### src/rtl/nibble_serial_adder_pkg.sv
// ============================================================================
// adder_pkg: shared constants and FSM state type for the nibble-serial adder.
// Revision: 1.0
// ============================================================================
`default_nettype none

package adder_pkg;

  localparam int NIBBLE_W = 4;

  typedef enum logic [1:0] {
    ST_IDLE = 2'd0,
    ST_RUN  = 2'd1,
    ST_DONE = 2'd2
  } state_t;

  // The index counter is never narrower than one bit, even when NIB == 1.
  function automatic int idx_width(input int nib);
    return (nib > 1) ? $clog2(nib) : 1;
  endfunction

endpackage

`default_nettype wire

### src/rtl/nibble_serial_adder_rca.sv
// ============================================================================
// RCA_4bit: 4-bit ripple-carry adder stage, purely combinational.
// Revision: 1.0
// ============================================================================
`default_nettype none

module RCA_4bit
  import adder_pkg::*;
(
  input  logic [NIBBLE_W-1:0] a_i,
  input  logic [NIBBLE_W-1:0] b_i,
  input  logic                cin_i,
  output logic [NIBBLE_W-1:0] sum_o,
  output logic                cout_o
);

  logic [NIBBLE_W:0] w_carry;

  assign w_carry[0] = cin_i;

  for (genvar i = 0; i < NIBBLE_W; i++) begin : g_bit
    assign sum_o[i]      = a_i[i] ^ b_i[i] ^ w_carry[i];
    assign w_carry[i+1]  = (a_i[i] & b_i[i]) | (w_carry[i] & (a_i[i] ^ b_i[i]));
  end

  assign cout_o = w_carry[NIBBLE_W];

endmodule

`default_nettype wire

### src/rtl/nibble_serial_adder.sv
// ============================================================================
// nibble_serial_adder: WIDTH-bit add done one nibble per cycle on a single
// RCA_4bit stage. Revision: 1.0
// ============================================================================
`default_nettype none

module nibble_serial_adder
  import adder_pkg::*;
#(
  parameter int WIDTH = 16
) (
  input  logic             clk,
  input  logic             rst,
  input  logic             start_i,
  input  logic [WIDTH-1:0] a_i,
  input  logic [WIDTH-1:0] b_i,
  input  logic             cin_i,
  output logic             busy_o,
  output logic             done_o,
  output logic [WIDTH-1:0] sum_o,
  output logic             cout_o
);

  localparam int NIB = WIDTH / NIBBLE_W;
  localparam int IW  = idx_width(NIB);
  localparam logic [IW-1:0] LAST_IDX = IW'(NIB - 1);

  state_t                  state_q;
  logic [WIDTH-1:0]        a_q, b_q, sum_sh_q, sum_q;
  logic [WIDTH-1:0]        a_d, b_d, sum_sh_d;
  logic [IW-1:0]           idx_q, idx_d;
  logic                    carry_q, cout_q, busy_q, done_q;
  logic [NIBBLE_W-1:0]     w_nsum;
  logic                    w_ncout;
  logic [WIDTH+NIBBLE_W-1:0] w_sum_cat;

  RCA_4bit u_stage (
    .a_i    (a_q[NIBBLE_W-1:0]),
    .b_i    (b_q[NIBBLE_W-1:0]),
    .cin_i  (carry_q),
    .sum_o  (w_nsum),
    .cout_o (w_ncout)
  );

  // Concatenate before slicing so the shift also works when WIDTH == 4.
  assign w_sum_cat = {w_nsum, sum_sh_q};
  assign sum_sh_d  = w_sum_cat[WIDTH+NIBBLE_W-1:NIBBLE_W];
  assign a_d       = a_q >> NIBBLE_W;
  assign b_d       = b_q >> NIBBLE_W;
  assign idx_d     = idx_q + 1'b1;

  always_ff @(posedge clk) begin
    if (rst) begin
      state_q  <= ST_IDLE;
      a_q      <= '0;
      b_q      <= '0;
      sum_sh_q <= '0;
      sum_q    <= '0;
      idx_q    <= '0;
      carry_q  <= 1'b0;
      cout_q   <= 1'b0;
      busy_q   <= 1'b0;
      done_q   <= 1'b0;
    end else begin
      case (state_q)
        ST_IDLE, ST_DONE: begin
          done_q <= 1'b0;
          if (start_i) begin
            a_q     <= a_i;
            b_q     <= b_i;
            carry_q <= cin_i;
            idx_q   <= '0;
            busy_q  <= 1'b1;
            state_q <= ST_RUN;
          end else begin
            busy_q  <= 1'b0;
            state_q <= ST_IDLE;
          end
        end
        ST_RUN: begin
          sum_sh_q <= sum_sh_d;
          carry_q  <= w_ncout;
          a_q      <= a_d;
          b_q      <= b_d;
          idx_q    <= idx_d;
          if (idx_q == LAST_IDX) begin
            sum_q   <= sum_sh_d;
            cout_q  <= w_ncout;
            busy_q  <= 1'b0;
            done_q  <= 1'b1;
            state_q <= ST_DONE;
          end
        end
        default: begin
          busy_q  <= 1'b0;
          done_q  <= 1'b0;
          state_q <= ST_IDLE;
        end
      endcase
    end
  end

  assign busy_o = busy_q;
  assign done_o = done_q;
  assign sum_o  = sum_q;
  assign cout_o = cout_q;

endmodule

`default_nettype wire

### config.mk
export PLATFORM = sky130hd
export DESIGN_NAME = nibble_serial_adder
export DESIGN_NICKNAME = d
export VERILOG_FILES = /design/src/rtl/nibble_serial_adder_pkg.sv /design/src/rtl/nibble_serial_adder_rca.sv /design/src/rtl/nibble_serial_adder.sv
export SDC_FILE = /design/constraint.sdc
export NUM_CORES = 1
export LEC_CHECK = 0
export ABC_CLOCK_PERIOD_IN_PS = 2400
export CAP_MARGIN = 5
export CORE_ASPECT_RATIO = 0.8
export CORE_MARGIN = 8
export CORE_UTILIZATION = 40
export CTS_CLUSTER_DIAMETER = 120
export DETAILED_ROUTE_END_ITERATION = 7
export SYNTH_ARGS = -nofsm -noshare
export SYNTH_HDL_FRONTEND = slang
export SYNTH_SLANG_ARGS = --single-unit
### constraint.sdc
create_clock -name clk -period 2.4 [get_ports clk]
set_input_delay 0.24 -clock clk [delete_from_list [all_inputs] [get_ports clk]]
set_output_delay 0.24 -clock clk [all_outputs]
set_load 0.01 [all_outputs]
==> reports/qor.txt, run 1 <==
Status = finished clean
RePlAce Congestion = 0.717
Worst min path class = input pin to flip-flop
Die area = 10100 um^2
EDFF count, synth = 0
ANT nets after route = 0
Worst-path clk slew = 0.07 ns
Syn Nets = 374
Final wirelength = 6400 um
Number of post-CTS setup repair buffers = 0
Die height = 91.3 um
Setup CP Type = flip-flop to flip-flop
Highest Clock Rate = 462 MHz
Leak Pwr = 0.00129 uW
Number of hold buffers added after cts = 0
Placement-stage cell area = 3400 um^2
Routed WL per cell = 13.7 um
Nets = 418
Synth cell types = 23
Vias per cell = 4.97
First-pass GRT wire length = 10800 um
Vias in the first global route = 2292
Skew-Pair Late Insertion Delay = 0.34 ns
Layout cells sized above 1 = 11.3%
Max transition margin = 60.9%
CTS tree = done
Clock Path Buffers = 2
Initial core utilization = 41.2%
Pwr/cell area = 738 nW/um^2
Setup violators final = 0
Vias post-DR = 2325
Ys Warns = 0
Ant diodes = 0
Mapped Cells = 333
Post-cts sizing count = 0
Final min period = 2.16 ns
Core Area = 6890 um^2
Total congestion overflow = 0
H-tree depth = 3
Crit-path cells = fa_1, inv_1, fa_1, inv_1, fa_1, inv_1, fa_1, a211oi_1
Sink Count = 68
PortBufs = 54
Worst setup SP type = flip-flop
Hpwl dp = 4320 um
Area growth syn-to-layout = 28.2%
Root Driver = clkbuf_8
I/O Pins = 55
Initial antenna violation count = 0
Setup TNS = 0 ns
Ys async rst share = 0%
CP max stage delay = 0.42 ns
Final worst-path cycle share = 90.2%
Crit end category = flip-flop
CP most frequent cell = fa_1
First-pass iteration count of the detailed router = 4
Critical Path RT = 2.66 ns
Sequential share of the synthesized area = 48.0%
Syn Area/Cell = 8.52 um^2
Maximum vdd drop = 0.000448 V
RSZ-0062 raised after global routing = no
Synth Flop Type = dfxtp_1
Rows = 27
Max-cap violations = 0
Crit path max fanout = 2
Largest net degree at the start of global routing = 56
DRC = 0
Worst slew pin tran = 0.584 ns
Final instance area = 3640 um^2
Slew Viols, Final = 0
Fin. Hold Viols = 0
TritonCTS buffer count = 9
FF+latch count, synth = 68
Syn Std Cell Area = 2840 um^2
CP max stage cell = fa_1
Arrival time worst endpoint = 2.42 ns
Total Routing Usage GR = 13.4%
Number of DRC markers in iteration 0 = 84
Clk_skew = 0.00569 ns
Die Span X = 110 um
[worst max-delay path, delay by kind of cell, from the launching register on]
kind,cells,cell delay (ns)
AOI/OAI and AO/OA,1,0.20
adders and majority gates,4,1.35
buffers and inverters,3,0.20
DFF,1,0.33
[synthesized netlist by cell type (all sizes together), types with 3 or more instances]
master / count / area [um^2]
nand2: 105 / 394
dfxtp: 68 / 1360
a21oi: 36 / 180
nor2: 31 / 116
a311oi: 24 / 317
buf: 22 / 146
nand3: 11 / 55.1
clkbuf: 7 / 26.3
inv: 7 / 26.3
a211oi: 5 / 37.5
fa: 4 / 80.1
nand2b: 3 / 18.8
[flip-flops by register name (all words and copies together), names as in the netlist]
register / flops
a_q: 16
b_q: 16
sum_o: 16
sum_sh_q: 12
idx_q: 2
state_q: 2
busy_o: 1
carry_q: 1
cout_o: 1
done_o: 1
[per-layer routing]
layer,track usage (%),wire length (um),vias up
met1,17.1,3060,1078
li1,-,-,1197
met2,19.9,2910,43
met4,5.65,61,0
met3,4.66,374,7
met5,0,0,-
[cell families after synthesis]
group           after synthesis  synth area share [%]
simple gates                157                  22.3
compound gates               67                  19.4
buf+inv                      36                  7.01
fa+ha+maj                     5                  3.26
flops                        68                  48.0
[cell usage in the layout, fill, tap and decap left out, types with 3 or more instances in the layout]
master	synthesis	routed
nand3_1	11	11
buf_4	7	6
fa_1	4	4
a311oi_1	7	7
clkbuf_8	0	10
dfxtp_1	68	68
a211oi_1	5	5
clkdlybuf4s50_1	0	53
inv_1	7	7
bufinv_16	0	3
a21oi_1	36	36
nand2_1	105	105
nor2_1	31	31
a311oi_2	17	17
[path summary, 6_finish.rpt]
| path | from | to | slack, ns | cells after the start |
|---|---|---|---|---|
| max | a_q[0] | sum_o[15] | 0.24 | 8 |
| min | rst | a_q[15] | 0.38 | 2 |
| max reg2reg | a_q[0] | sum_o[15] | 0.24 | 8 |
| min reg2reg | sum_o[12] | sum_o[12] | 0.46 | 2 |
[final cells by class]
cell class	count	area, um^2
timing repair buffer	62	621
sequential	68	1360
clock inverter	5	100
fill	706	3260
clock buffer	10	138
tap	87	109
multi-input combinational	229	1280
inverter	7	26.3
[metrics by stage]
step / power (uW) / hold slack (ns) / cells / setup slack, ns / utilization (%)
detailed placement: 1580 / 0.447 / 453 / 0.240 / 49.3
global route: 2810 / 0.378 / 468 / 0.0888 / 52.8
floorplan: 1480 / 0.376 / 333 / 0.346 / -
CTS: 2710 / 0.374 / 468 / 0.213 / 52.8
global placement: 1580 / 0.442 / 453 / 0.286 / 49.3
finish: 2680 / 0.383 / 468 / 0.236 / 52.8
[power by group]
group | switching, uW | total [uW] | leakage (uW) | internal, uW
Combinational | 174 | 325 | 0.000614 | 151
Clock | 417 | 1130 | 0.000122 | 709
Sequential | 39.5 | 1230 | 0.000556 | 1190
No activity file was read; power rests on OpenSTA's default activity.
==> inputs of run 2 (changes only) <==
- HOLD_SLACK_MARGIN: default -> 0.05
- PLACE_DENSITY: default -> 0.73
==> reports/qor.txt, run 2 (synthesized netlist as in run 1, its figures left out) <==
Min setup slack post-route = 0.180 ns
Reg area = 1360 um^2
Core Area = 6890 um^2
Reg2reg start = a_q[0]
Vias in the first global route = 2232
Final instance area = 3610 um^2
Crit path max fanout = 2
Worst slack, placed = 0.218 ns
Multi-input gate area = 1280 um^2
Pint = 1990 uW
Ant diodes = 0
First-pass GRT wire length = 11000 um
DRC = 0
Die Span X = 110 um
Slew Viols, Final = 0
Number of post-CTS setup repair buffers = 0
Status = finished clean
I/O Pins = 55
Grt met2 use = 19.5%
Reg2reg setup slack = 0.18 ns
Most common cell after layout, fill and taps aside = nand2_1
Clock Power Share = 40.6%
Worst R2R End = sum_o[15]
Clk_skew = 0.0116 ns
Sw Ratio = 24.1%
Clock Path Buffers = 2
Worst slew pin tran = 0.686 ns
Largest net degree at the start of global routing = 48
CP endpoint = sum_o[15]
Placement-stage cell area = 3380 um^2
Crit end category = flip-flop
Fill cell count = 651
Nets = 416
Number of hold buffers added after cts = 0
Most used routing layer = met2
Routed WL per cell = 13.7 um
Die area = 10100 um^2
Sequential Power Share = 47.1%
PortBufs = 54
TritonCTS buffer count = 9
Hpwl dp = 4330 um
Critical Path RT = 2.65 ns
Area growth syn-to-layout = 27.3%
Maximum vdd drop = 0.000261 V
Layout cells sized above 1 = 10.5%
H-tree depth = 3
Skew-Pair Late Insertion Delay = 0.34 ns
Root Driver = clkbuf_8
Worst min path class = input pin to flip-flop
Sink Count = 68
Pwr/cell area = 725 nW/um^2
Setup violators final = 0
Setup CP Type = flip-flop to flip-flop
Worst-path clk slew = 0.07 ns
Worst setup SP type = flip-flop
Final wirelength = 6380 um
CTS tree = done
R2R cell count = 8
Fin Hold WS = 0.396 ns
Vias post-DR = 2297
Setup TNS = 0 ns
Initial core utilization = 41.2%
Post-cts sizing count = 0
Fin. Hold Viols = 0
Arrival time worst endpoint = 2.47 ns
Max transition margin = 54.3%
Initial antenna violation count = 0
RePlAce Congestion = 0.768
GR Util met3 = 5.58%
Highest Clock Rate = 450 MHz
Total congestion overflow = 0
Total Routing Usage GR = 13.6%
Max-cap violations = 0
Final min period = 2.22 ns
Die height = 91.3 um
Comb power frac = 12.4%
RSZ-0062 raised after global routing = no
ANT nets after route = 0
First-pass iteration count of the detailed router = 4
Commonest non-fill, non-tap cells in the layout = 105 x nand2_1, 68 x dfxtp_1, 53 x clkdlybuf4s50_1
Met1 global-route usage = 18.1%
Final worst-path cycle share = 92.5%
Final core occ = 52.4%
Sw Pwr = 631 uW
Number of DRC markers in iteration 0 = 167
Rows = 27
Critical path launch point = a_q[0]
Leak Pwr = 0.00127 uW
Vias per cell = 4.92
[run 2: cell types whose count changed in the layout (fill, tap and decap cells not counted)]
cell,delta
clkbuf_1,+2
clkinv_4,+1
bufinv_16,-1
buf_4,-2
clkbuf_8,+1
clkinv_2,-2
[run 2: metal layers]
metal | vias to the layer above | wire (um)
li1 | 1198 | -
met1 | 1040 | 2940
met2 | 54 | 2940
met3 | 5 | 452
met4 | 0 | 49
met5 | - | 0
[run 2: layout make-up]
class | instances | share of cell area, %
sequential | 68 | 37.7
multi-input combinational | 229 | 35.5
timing repair buffer | 60 | 16.8
clock buffer | 13 | 4.40
tap | 87 | 3.01
clock inverter | 3 | 1.91
inverter | 7 | 0.728
[run 2: power groups by stage]
stage	Clock, uW	Sequential [uW]	Combinational, uW
2_1_floorplan	0	1250	231
3_3_place_gp	0	1250	322
3_5_place_dp	0	1260	326
4_1_cts	1090	1230	327
5_1_grt	1140	1240	358
6_report	1060	1230	323
[run 2: critical path, cell delays in order, from the launching register on]
cell,delay (ns)
dfxtp_1,0.33
fa_1,0.42
inv_1,0.08
fa_1,0.16
inv_1,0.06
fa_1,0.36
inv_1,0.07
fa_1,0.43
a211oi_1,0.22
[run 2: how the worst min path moves through the flow]
stage | from | endpoint | slack [ns] | cells past startpoint
2_1_floorplan | a_i[12] | a_q[12] | 0.38 | 2
5_1_grt | rst | a_q[13] | 0.42 | 2
4_1_cts | rst | a_q[12] | 0.39 | 2
3_3_place_gp | sum_sh_q[7] | sum_sh_q[7] | 0.44 | 2
3_5_place_dp | sum_o[9] | sum_o[9] | 0.45 | 2
6_report | rst | a_q[12] | 0.40 | 2
[run 2: metrics by stage]
stage          power, uW  instances
6_report            2620        467
5_1_grt             2740        467
4_1_cts             2650        467
3_5_place_dp        1580        451
3_3_place_gp        1580        451
2_1_floorplan       1480        333
